$ cat config.mk
export PLATFORM = sky130hd
export DESIGN_NAME = instr_encoder
export DESIGN_NICKNAME = d
export VERILOG_FILES = /design/src/rtl/instr_encoder_pkg.sv /design/src/rtl/instr_encoder_pack.sv /design/src/rtl/instr_encoder.sv
export SDC_FILE = /design/constraint.sdc
export NUM_CORES = 1
export LEC_CHECK = 0
export CAP_MARGIN = 5
export CORE_MARGIN = 8
export CORE_UTILIZATION = 45
export CTS_CLUSTER_SIZE = 8
export DETAILED_ROUTE_END_ITERATION = 10
export GPL_TIMING_DRIVEN = 0
export PLACE_DENSITY = 0.79
export RECOVER_POWER = 50
export SYNTH_ARGS = -nofsm -noshare
export SYNTH_HDL_FRONTEND = slang
export SYNTH_HIERARCHICAL = 1
export SYNTH_SLANG_ARGS = --single-unit
$ cat constraint.sdc
create_clock -name clk -period 3.3 [get_ports clk]
set_clock_uncertainty 0.2 [all_clocks]
set_input_delay 0.495 -clock clk [delete_from_list [all_inputs] [get_ports clk]]
set_output_delay 0.495 -clock clk [all_outputs]
set_load 0.01 [all_outputs]
$ cat src/rtl/instr_encoder_pkg.sv
// rtl/instr_encoder_pkg.sv - shared op encoding, MIPS field constants and FSM states
// Contents:
//   op_e       symbolic operation select carried on in_op (30-31 undefined)
//   OP_* / FN_* MIPS primary opcodes and R-type function codes
//   state_e    encoder FSM states
//   r_word / i_word / j_word  field packers for the three MIPS formats
package instr_encoder_pkg;

  typedef enum logic [4:0] {
    INS_ADD   = 5'd0,
    INS_ADDU  = 5'd1,
    INS_SUB   = 5'd2,
    INS_SUBU  = 5'd3,
    INS_AND   = 5'd4,
    INS_OR    = 5'd5,
    INS_XOR   = 5'd6,
    INS_NOR   = 5'd7,
    INS_SLT   = 5'd8,
    INS_SLTU  = 5'd9,
    INS_SLL   = 5'd10,
    INS_SRL   = 5'd11,
    INS_SRA   = 5'd12,
    INS_SLLV  = 5'd13,
    INS_SRLV  = 5'd14,
    INS_SRAV  = 5'd15,
    INS_ADDI  = 5'd16,
    INS_ADDIU = 5'd17,
    INS_ANDI  = 5'd18,
    INS_ORI   = 5'd19,
    INS_XORI  = 5'd20,
    INS_LUI   = 5'd21,
    INS_LW    = 5'd22,
    INS_SW    = 5'd23,
    INS_BEQ   = 5'd24,
    INS_BNE   = 5'd25,
    INS_SLTI  = 5'd26,
    INS_SLTIU = 5'd27,
    INS_J     = 5'd28,
    INS_NOP   = 5'd29
  } op_e;

  localparam logic [5:0] OP_RTYPE = 6'h00;
  localparam logic [5:0] OP_J     = 6'h02;
  localparam logic [5:0] OP_BEQ   = 6'h04;
  localparam logic [5:0] OP_BNE   = 6'h05;
  localparam logic [5:0] OP_ADDI  = 6'h08;
  localparam logic [5:0] OP_ADDIU = 6'h09;
  localparam logic [5:0] OP_SLTI  = 6'h0A;
  localparam logic [5:0] OP_SLTIU = 6'h0B;
  localparam logic [5:0] OP_ANDI  = 6'h0C;
  localparam logic [5:0] OP_ORI   = 6'h0D;
  localparam logic [5:0] OP_XORI  = 6'h0E;
  localparam logic [5:0] OP_LUI   = 6'h0F;
  localparam logic [5:0] OP_LW    = 6'h23;
  localparam logic [5:0] OP_SW    = 6'h2B;

  localparam logic [5:0] FN_SLL  = 6'h00;
  localparam logic [5:0] FN_SRL  = 6'h02;
  localparam logic [5:0] FN_SRA  = 6'h03;
  localparam logic [5:0] FN_SLLV = 6'h04;
  localparam logic [5:0] FN_SRLV = 6'h06;
  localparam logic [5:0] FN_SRAV = 6'h07;
  localparam logic [5:0] FN_ADD  = 6'h20;
  localparam logic [5:0] FN_ADDU = 6'h21;
  localparam logic [5:0] FN_SUB  = 6'h22;
  localparam logic [5:0] FN_SUBU = 6'h23;
  localparam logic [5:0] FN_AND  = 6'h24;
  localparam logic [5:0] FN_OR   = 6'h25;
  localparam logic [5:0] FN_XOR  = 6'h26;
  localparam logic [5:0] FN_NOR  = 6'h27;
  localparam logic [5:0] FN_SLT  = 6'h2A;
  localparam logic [5:0] FN_SLTU = 6'h2B;

  typedef enum logic [1:0] {
    ST_LOAD = 2'd0,
    ST_SEAL = 2'd1,
    ST_DONE = 2'd2
  } state_e;

  function automatic logic [31:0] r_word(input logic [4:0] rs, input logic [4:0] rt,
                                         input logic [4:0] rd, input logic [4:0] shamt,
                                         input logic [5:0] funct);
    return {OP_RTYPE, rs, rt, rd, shamt, funct};
  endfunction

  function automatic logic [31:0] i_word(input logic [5:0] opc, input logic [4:0] rs,
                                         input logic [4:0] rt, input logic [15:0] imm);
    return {opc, rs, rt, imm};
  endfunction

  function automatic logic [31:0] j_word(input logic [25:0] target);
    return {OP_J, target};
  endfunction

endpackage

$ cat src/rtl/instr_encoder_pack.sv
// rtl/instr_encoder_pack.sv - combinational op+fields to 32-bit MIPS word packer
// Module instr_pack ports:
//   op, rs, rt, rd, shamt, imm, target  symbolic request fields
//   word     packed instruction (0 when illegal)
//   illegal  op is not one of the defined encodings
module instr_pack
  import instr_encoder_pkg::*;
(
  input  logic [4:0]  op,
  input  logic [4:0]  rs,
  input  logic [4:0]  rt,
  input  logic [4:0]  rd,
  input  logic [4:0]  shamt,
  input  logic [15:0] imm,
  input  logic [25:0] target,
  output logic [31:0] word,
  output logic        illegal
);

  always_comb begin
    word    = 32'h0;
    illegal = 1'b0;
    case (op)
      // Register ALU ops and variable shifts carry no shift amount.
      INS_ADD:   word = r_word(rs, rt, rd, 5'd0, FN_ADD);
      INS_ADDU:  word = r_word(rs, rt, rd, 5'd0, FN_ADDU);
      INS_SUB:   word = r_word(rs, rt, rd, 5'd0, FN_SUB);
      INS_SUBU:  word = r_word(rs, rt, rd, 5'd0, FN_SUBU);
      INS_AND:   word = r_word(rs, rt, rd, 5'd0, FN_AND);
      INS_OR:    word = r_word(rs, rt, rd, 5'd0, FN_OR);
      INS_XOR:   word = r_word(rs, rt, rd, 5'd0, FN_XOR);
      INS_NOR:   word = r_word(rs, rt, rd, 5'd0, FN_NOR);
      INS_SLT:   word = r_word(rs, rt, rd, 5'd0, FN_SLT);
      INS_SLTU:  word = r_word(rs, rt, rd, 5'd0, FN_SLTU);
      // Shift-immediate ops do not read rs; the field must be zero.
      INS_SLL:   word = r_word(5'd0, rt, rd, shamt, FN_SLL);
      INS_SRL:   word = r_word(5'd0, rt, rd, shamt, FN_SRL);
      INS_SRA:   word = r_word(5'd0, rt, rd, shamt, FN_SRA);
      INS_SLLV:  word = r_word(rs, rt, rd, 5'd0, FN_SLLV);
      INS_SRLV:  word = r_word(rs, rt, rd, 5'd0, FN_SRLV);
      INS_SRAV:  word = r_word(rs, rt, rd, 5'd0, FN_SRAV);
      INS_ADDI:  word = i_word(OP_ADDI, rs, rt, imm);
      INS_ADDIU: word = i_word(OP_ADDIU, rs, rt, imm);
      INS_ANDI:  word = i_word(OP_ANDI, rs, rt, imm);
      INS_ORI:   word = i_word(OP_ORI, rs, rt, imm);
      INS_XORI:  word = i_word(OP_XORI, rs, rt, imm);
      INS_LUI:   word = i_word(OP_LUI, 5'd0, rt, imm);
      INS_LW:    word = i_word(OP_LW, rs, rt, imm);
      INS_SW:    word = i_word(OP_SW, rs, rt, imm);
      INS_BEQ:   word = i_word(OP_BEQ, rs, rt, imm);
      INS_BNE:   word = i_word(OP_BNE, rs, rt, imm);
      INS_SLTI:  word = i_word(OP_SLTI, rs, rt, imm);
      INS_SLTIU: word = i_word(OP_SLTIU, rs, rt, imm);
      INS_J:     word = j_word(target);
      INS_NOP:   word = 32'h0;
      default:   illegal = 1'b1;
    endcase
  end

endmodule

$ cat src/rtl/instr_encoder.sv
// rtl/instr_encoder.sv - packs symbolic instruction requests into imem words
// Ports:
//   clk, rst_n (async active-low), clear (sync restart)
//   in_valid/in_ready + in_op, in_rs, in_rt, in_rd, in_shamt, in_imm, in_target  request
//   seal           append self-jump terminator and stop
//   wr_en/wr_ready + wr_addr, wr_data   backpressured imem write port
//   count          words written since reset/clear
//   done           terminator written, block idle
//   err_illegal    sticky undefined-op flag
module instr_encoder
  import instr_encoder_pkg::*;
#(
  parameter int ADDR_W = 8,
  parameter int DEPTH  = 256,
  parameter int BASE   = 0
) (
  input  logic              clk,
  input  logic              rst_n,
  input  logic              clear,
  input  logic              in_valid,
  output logic              in_ready,
  input  logic [4:0]        in_op,
  input  logic [4:0]        in_rs,
  input  logic [4:0]        in_rt,
  input  logic [4:0]        in_rd,
  input  logic [4:0]        in_shamt,
  input  logic [15:0]       in_imm,
  input  logic [25:0]       in_target,
  input  logic              seal,
  output logic              wr_en,
  input  logic              wr_ready,
  output logic [ADDR_W-1:0] wr_addr,
  output logic [31:0]       wr_data,
  output logic [ADDR_W:0]   count,
  output logic              done,
  output logic              err_illegal
);

  state_e              state_q, state_d;
  logic                wr_en_q, wr_en_d;
  logic [ADDR_W-1:0]   wr_addr_q, wr_addr_d;
  logic [31:0]         wr_data_q, wr_data_d;
  logic [ADDR_W:0]     count_q, count_d;
  logic                err_q, err_d;

  logic [31:0] pack_word;
  logic        pack_illegal;
  logic        wr_fire;
  logic        slot_free;
  logic        seal_go;
  logic        accept;

  instr_pack u_pack (
    .op      (in_op),
    .rs      (in_rs),
    .rt      (in_rt),
    .rd      (in_rd),
    .shamt   (in_shamt),
    .imm     (in_imm),
    .target  (in_target),
    .word    (pack_word),
    .illegal (pack_illegal)
  );

  assign wr_fire   = wr_en_q & wr_ready;
  // Output register can take a new word this cycle (empty or draining now).
  assign slot_free = !wr_en_q || wr_ready;
  assign seal_go   = (state_q == ST_LOAD) && seal && slot_free;
  assign accept    = in_valid & in_ready;

  // State register and datapath flops.
  always_ff @(posedge clk or negedge rst_n) begin
    if (!rst_n) begin
      state_q   <= ST_LOAD;
      wr_en_q   <= 1'b0;
      wr_addr_q <= ADDR_W'(BASE);
      wr_data_q <= 32'h0;
      count_q   <= '0;
      err_q     <= 1'b0;
    end else begin
      state_q   <= state_d;
      wr_en_q   <= wr_en_d;
      wr_addr_q <= wr_addr_d;
      wr_data_q <= wr_data_d;
      count_q   <= count_d;
      err_q     <= err_d;
    end
  end

  // Next-state logic.
  always_comb begin
    state_d = state_q;
    case (state_q)
      ST_LOAD: if (seal_go) state_d = ST_SEAL;
      ST_SEAL: if (wr_fire) state_d = ST_DONE;
      ST_DONE: state_d = ST_DONE;
      default: state_d = ST_LOAD;
    endcase
    if (clear) state_d = ST_LOAD;
  end

  // Datapath next values.
  always_comb begin
    wr_en_d   = wr_en_q;
    wr_addr_d = wr_addr_q;
    wr_data_d = wr_data_q;
    count_d   = count_q;
    err_d     = err_q;

    if (wr_fire) begin
      wr_en_d   = 1'b0;
      wr_addr_d = wr_addr_q + ADDR_W'(1);
      count_d   = count_q + (ADDR_W+1)'(1);
    end

    if (seal_go) begin
      // Terminator jumps to its own address, i.e. the address after any
      // write completing this cycle.
      wr_en_d   = 1'b1;
      wr_data_d = j_word(26'(wr_addr_d));
    end else if (accept) begin
      if (pack_illegal) begin
        err_d = 1'b1;
      end else begin
        wr_en_d   = 1'b1;
        wr_data_d = pack_word;
      end
    end

    if (clear) begin
      wr_en_d   = 1'b0;
      wr_addr_d = ADDR_W'(BASE);
      wr_data_d = 32'h0;
      count_d   = '0;
      err_d     = 1'b0;
    end
  end

  // Outputs. The occupancy test keeps the final slot free for the terminator.
  always_comb begin
    in_ready = rst_n && (state_q == ST_LOAD) && !seal && slot_free &&
               ((int'(count_q) + int'(wr_en_q)) < (DEPTH - 1));
    done     = (state_q == ST_DONE);
  end

  assign wr_en       = wr_en_q;
  assign wr_addr     = wr_addr_q;
  assign wr_data     = wr_data_q;
  assign count       = count_q;
  assign err_illegal = err_q;

endmodule

# Yosys cells after proc, flatten, opt, wreduce, memory -nomap -nowiden
# Index checks and enable logic that the tools add are counted.
# word_totals
regBits	53
input_bits	73
output_inout_bits	53
wordCells	88
# classes
n_addsub	3
magnitude_cmp	1
n_eq_ne	35
n_mux	22
bitwise_logic	2
reduce_logical	19
# op_table
op	n
one-hot mux 32 bit (29 select lines)	1
2-to-1 mux 32 bit	4
== test 5 bit (second input constant)	14
== test 5 x 4 -> 1 bit (second input constant)	8
OR reduction 30 bit	1
== test 5 x 3 -> 1 bit (second input constant)	4
2-to-1 mux 9 bit	2
2-to-1 mux 8 bit	2
adder 9 x 1 -> 10 bit	1
== test 5 x 2 -> 1 bit (second input constant)	2
< comparator 10 x 8 -> 1 bit (second input constant)	1
adder 9 x 1 -> 9 bit (second input constant)	1
2-to-1 mux 1 bit	9
adder 8 x 1 -> 8 bit (second input constant)	1
logical AND 1 bit	6
2-to-1 mux 2 bit	3
!= test 3 bit (second input constant)	2
one-hot mux 2 bit (3 select lines)	1
nonzero test 3 bit	2
== test 5 x 1 -> 1 bit (second input constant)	1
zero test 5 bit	1
AND reduction 2 bit	2
nonzero test 2 bit	2
AND reduction 3 bit	1
other kinds (8)	10

# Depth between registers and ports, before layout
# logic_depth
ltp_word	9
mapped_depth	9

# By module
# The synthesis kept the hierarchy.
# modules_own_cells
module	n_inst	cells_per_inst	area_per_inst_um2	seq_area_each_um2
instr_encoder	1	276	2653.8	1326.3
instr_pack	1	109	745.7	0.0

# Least setup slack after synthesis
# Ideal clock, no wire load.
# synth_path
path_type	flip-flop to output port
start	register count_q[0], in the netlist count[0]
end	output in_ready
t_arrival_ns	1.879
required_time_ns	2.605
slack_ns	0.726
stages_incl_launch_ff	8
path_buffers	1
cell_sequence	dfrtp_1 -> ha_1 -> ha_1 -> nand2_1 -> or3_4 -> o221ai_4 -> inv_2 -> buf_6
# synth_via
elab_chain_len	3
# synth_lines
element	line_no	rtl
start, declared	instr_encoder.sv:43	logic [ADDR_W:0] count_q, count_d;
start signal, assigned	instr_encoder.sv:85	count_q <= count_d;
adder 9 x 1 -> 10 bit	instr_encoder.sv:142	((int'(count_q) + int'(wr_en_q)) < (DEPTH - 1));
< comparator 10 x 8 -> 1 bit	instr_encoder.sv:142	
logical AND 1 bit	instr_encoder.sv:141	in_ready = rst_n && (state_q == ST_LOAD) && !seal && slot_free &&
end, declared	instr_encoder.sv:21	output logic in_ready,
# No other way between the ends.

# Final worst setup path
# layout_path
start	input rst_n
end	output in_ready
# layout_via
elab_chain_len	4
# layout_lines
element	line_no	rtl
start, declared	instr_encoder.sv:18	input logic rst_n,
logical AND 1 bit (4 in series)	instr_encoder.sv:141	
# No other way between the ends.

==> summary.md <==
| Metric | Value |
|---|---|
| First-pass GRT wire length | `17720 µm` |
| DRT iter0 DRCs | `~110` |
| Slowest-stage cell, CP | `dlygate4sd3_1` |
| Crit path largest cell delay | `0.52 ns` |
| I/O pin count | `approximately 130` |
| Area share of the largest cell type after synthesis | `39.01%` |
| Fin crit share | `93.61%` |
| Crit Path Max Fanout | `39` |
| Clock root buffer | `clkbuf_8` |
| Max_cap viols | `0` |
| CTS clk-pin slew, worst paths | `0.10 ns` |
| Status | `complete, no violations` |
| VDD IR max | `0.0001956 V` |
| Critical Path Sink Type | `primary output` |
| Worst slew margin | `50.61%` |
| FFs w/ async S/R, synth | `100.0%` |
| Unique masters post-synth | `56` |
| Synth Flop Type | `dfrtp_1` |
| CTS buffer count | `5` |
| Hold Path Class | `reg2reg` |
| # setup viols final | `0` |
| Critical Path Start Type | `input port` |
| Die Height | `102.9 µm` |
| Sequential-to-total area share from yosys stat | `39.01%` |
| Least-Margin Pin Slew | `0.7384 ns` |
| RePlAce Congestion | `0.8691` |
| DRC violations left | `0` |
| DRT Wirelength | `10960 µm` |
| Largest net degree at the start of global routing | `40` |
| Largest area contributor in the netlist | `dfrtp_1` |
| Number of synthesized flops with an enable pin | `0` |
| CTS tree | `done` |
| Final Max Tran Viols | `0` |
| Max Fclk | `0.3237 GHz` |
| Mapped Cells | `385` |
| Ys Warns | `6` |
| Grt total ovfl | `0` |
| Hold Path Depth | `2` |
| Synthesized flop and latch total | `53` |
| Most common cell in the netlist | `dfrtp_1` |
| Clk Latency, worst-skew pair | `0.30 ns` |
| CORE AREA | `7292 µm²` |
| Die X | `102.9 µm` |
| Synth top cells by count | `53 x dfrtp_1, 41 x nand2_1, 35 x o21ai_0` |
| CTS Sinks | `53` |
| Crit path DAT | `2.39 ns` |
| Dpl hpwl | `between 8000 and 9000 µm` |
| H-Tree Depth | `2` |
| Fill cells | `roughly 660` |
| Synthesized net count | `465` |
| Leakage | `2.126 nW` |
| Final #Nets | `602` |
| Area growth, synth to finish | `45.31%` |
| Hold_ws | `around 0.32 ns` |
| TritonRoute pass-1 iters | `4` |
| Syn Std Cell Area | `~3400 µm²` |
| Reg2Reg Depth | `9` |
| Worst path cell trace | `dlygate4sd3_1 -> clkbuf_1 -> buf_12 -> and4b_1 -> o221ai_4 -> inv_2 -> buf_6 -> dlygate4sd2_1` |
| Total die area | `between 10000 and 15000 µm²` |
| DR vias/cell | `5.550` |
| WL per Instance | `between 15 and 20 µm` |
| WS Path Type | `in2out` |
| Power density cells | `362.7 nW/µm²` |
| Syn Area/Cell | `between 8 and 9 µm²` |
| Initial antenna violation count | `0` |
| Initial Utilization | `between 40% and 50%` |
| Top cells by area, synth | `dfrtp_1 39%, o21ai_0 5.2%, o211ai_1 5.1%` |
| Total GRT Usage | `21.20%` |
| Worst path required time | `between 2 and 3 ns` |
| IO Port Bufs | `124` |
| Ant diodes | `0` |
| Post-Place Cell Area | `around 4800 µm²` |
| Crit path time final | `3.089 ns` |
| Post-layout instance area | `4940 µm²` |
| RSZ-0062 raised after global routing | `false` |
| Site Rows | `31` |
| Post-DRT Antenna Nets | `0` |
| Longest Clk Path Bufs | `2` |
| Final hold violations | `0` |
| Share of layout cells above drive strength 1 | `under 10%` |
| Vias in the first global route | `about 3600` |
| Routed vias | `around 3500` |
-- logic make-up (layout without fill, tap and decap cells) --
family                     count (synthesis)  after routing  share of synthesized area (%)
buffers and inverters                     49            187                          6.735
other                                      1              1                         0.1103
xor gates and xnor gates                  14             14                          3.607
DFF                                       53             53                          39.01
muxes                                      3              3                         0.8834
and+or+nand+nor                          118            118                          18.04
AOI/OAI and AO/OA                        140            140                          29.04
adders and majority gates                  7              7                          2.576
-- cell type report --
class                   count  area [µm²]  share of cell area, %
clock buffers               7       86.33                  1.748
well taps                  99       123.9                  2.508
plain buffers              31       161.4                  3.267
clock inverters             1       30.03                 0.6079
multi-input cells         283        1847                  37.39
inverters                  18       67.56                  1.368
repair buffers            130        1296                  26.24
flip-flops and latches     53        1328                  26.87
-- what timing repair did --
item,4_1_cts,5_1_grt
gates resized for setup,3,0
hold buffers,2,0
hold endpoints to repair,15,0
setup buffers,3,0
endpoints found under the setup margin,1,0
-- cell usage in the layout (no fill, tap or decap), types with 4 or more instances in the layout --
cell type and instances:
and2_0 6, nand3_1 5, and2_1 6, o211ai_1 23, a221o_1 12, nor2b_1 7
a31oi_1 11, clkdlybuf4s50_1 89, buf_4 5, buf_2 11, inv_1 17, nand2b_1 4
o21ai_1 4, ha_1 6, nand2_1 41, clkbuf_1 14, o32ai_1 5, clkbuf_8 6
xor2_1 9, dlygate4sd3_1 35, nor2_1 21, xnor2_1 5, a21o_1 7, dfrtp_1 52
a22o_1 8, nor3_1 6, nand4_1 6, a21oi_1 20, o21ai_0 35
-- final timing paths --
| kind | slack, ns | endpoint | from |
|---|---|---|---|
| setup / recovery | 0.21 | in_ready | rst_n |
| hold / removal | 0.32 | err_illegal | err_illegal |
| setup reg to reg | 0.79 | wr_data[24] | count[0] |
| hold reg to reg | 0.32 | err_illegal | err_illegal |
| max in group asynchronous | 1.20 | wr_data[28] | rst_n |
| min in group asynchronous | 0.57 | wr_addr[0] | rst_n |
-- layer usage --
layer / part of all wire, % / vias up / track usage (%)
met2: 49 / 120 / 37.37
met4: 1.9 / 0 / 6.340
met3: 6.6 / 17 / 5.874
li1: - / 1665 / -
met5: 0 / - / 0
met1: 42 / 1650 / 24.31
-- critical path: cells and delay by family --
family                 cells  cell delay (ns)
AOI/OAI and AO/OA          1             0.12
buffers and inverters      6             1.48
and+or+nand+nor            1             0.27
-- report_power, final --
part / internal (W) / switching, W
sequential: 0.000693 / 0.0000288
clock: 0.000248 / 0.000222
combinational: 0.000282 / 0.000317
total: 0.00122 / 0.000568
-- per-stage QoR --
stage          TNS, ns  setup slack [ns]  std cells  power, W  utilization, %
6_report             0            0.2107        622  0.001791           67.74
3_3_place_gp    -40.51            -1.633        608  0.001319           65.34
2_1_floorplan        0            0.7259        385  0.001051               -
4_1_cts              0            0.2020        622  0.001812           67.76
5_1_grt              0           0.07050        622  0.001888           67.74
3_5_place_dp         0           0.08532        609  0.001335           65.55
-- sequential cells by signal, summed over array words and instances, names as in the netlist --
signal	flops
state_q	2
wr_addr	8
wr_en	1
wr_data	32
count	9
err_illegal	1
Note: power is estimated with default switching activity, not from simulation.
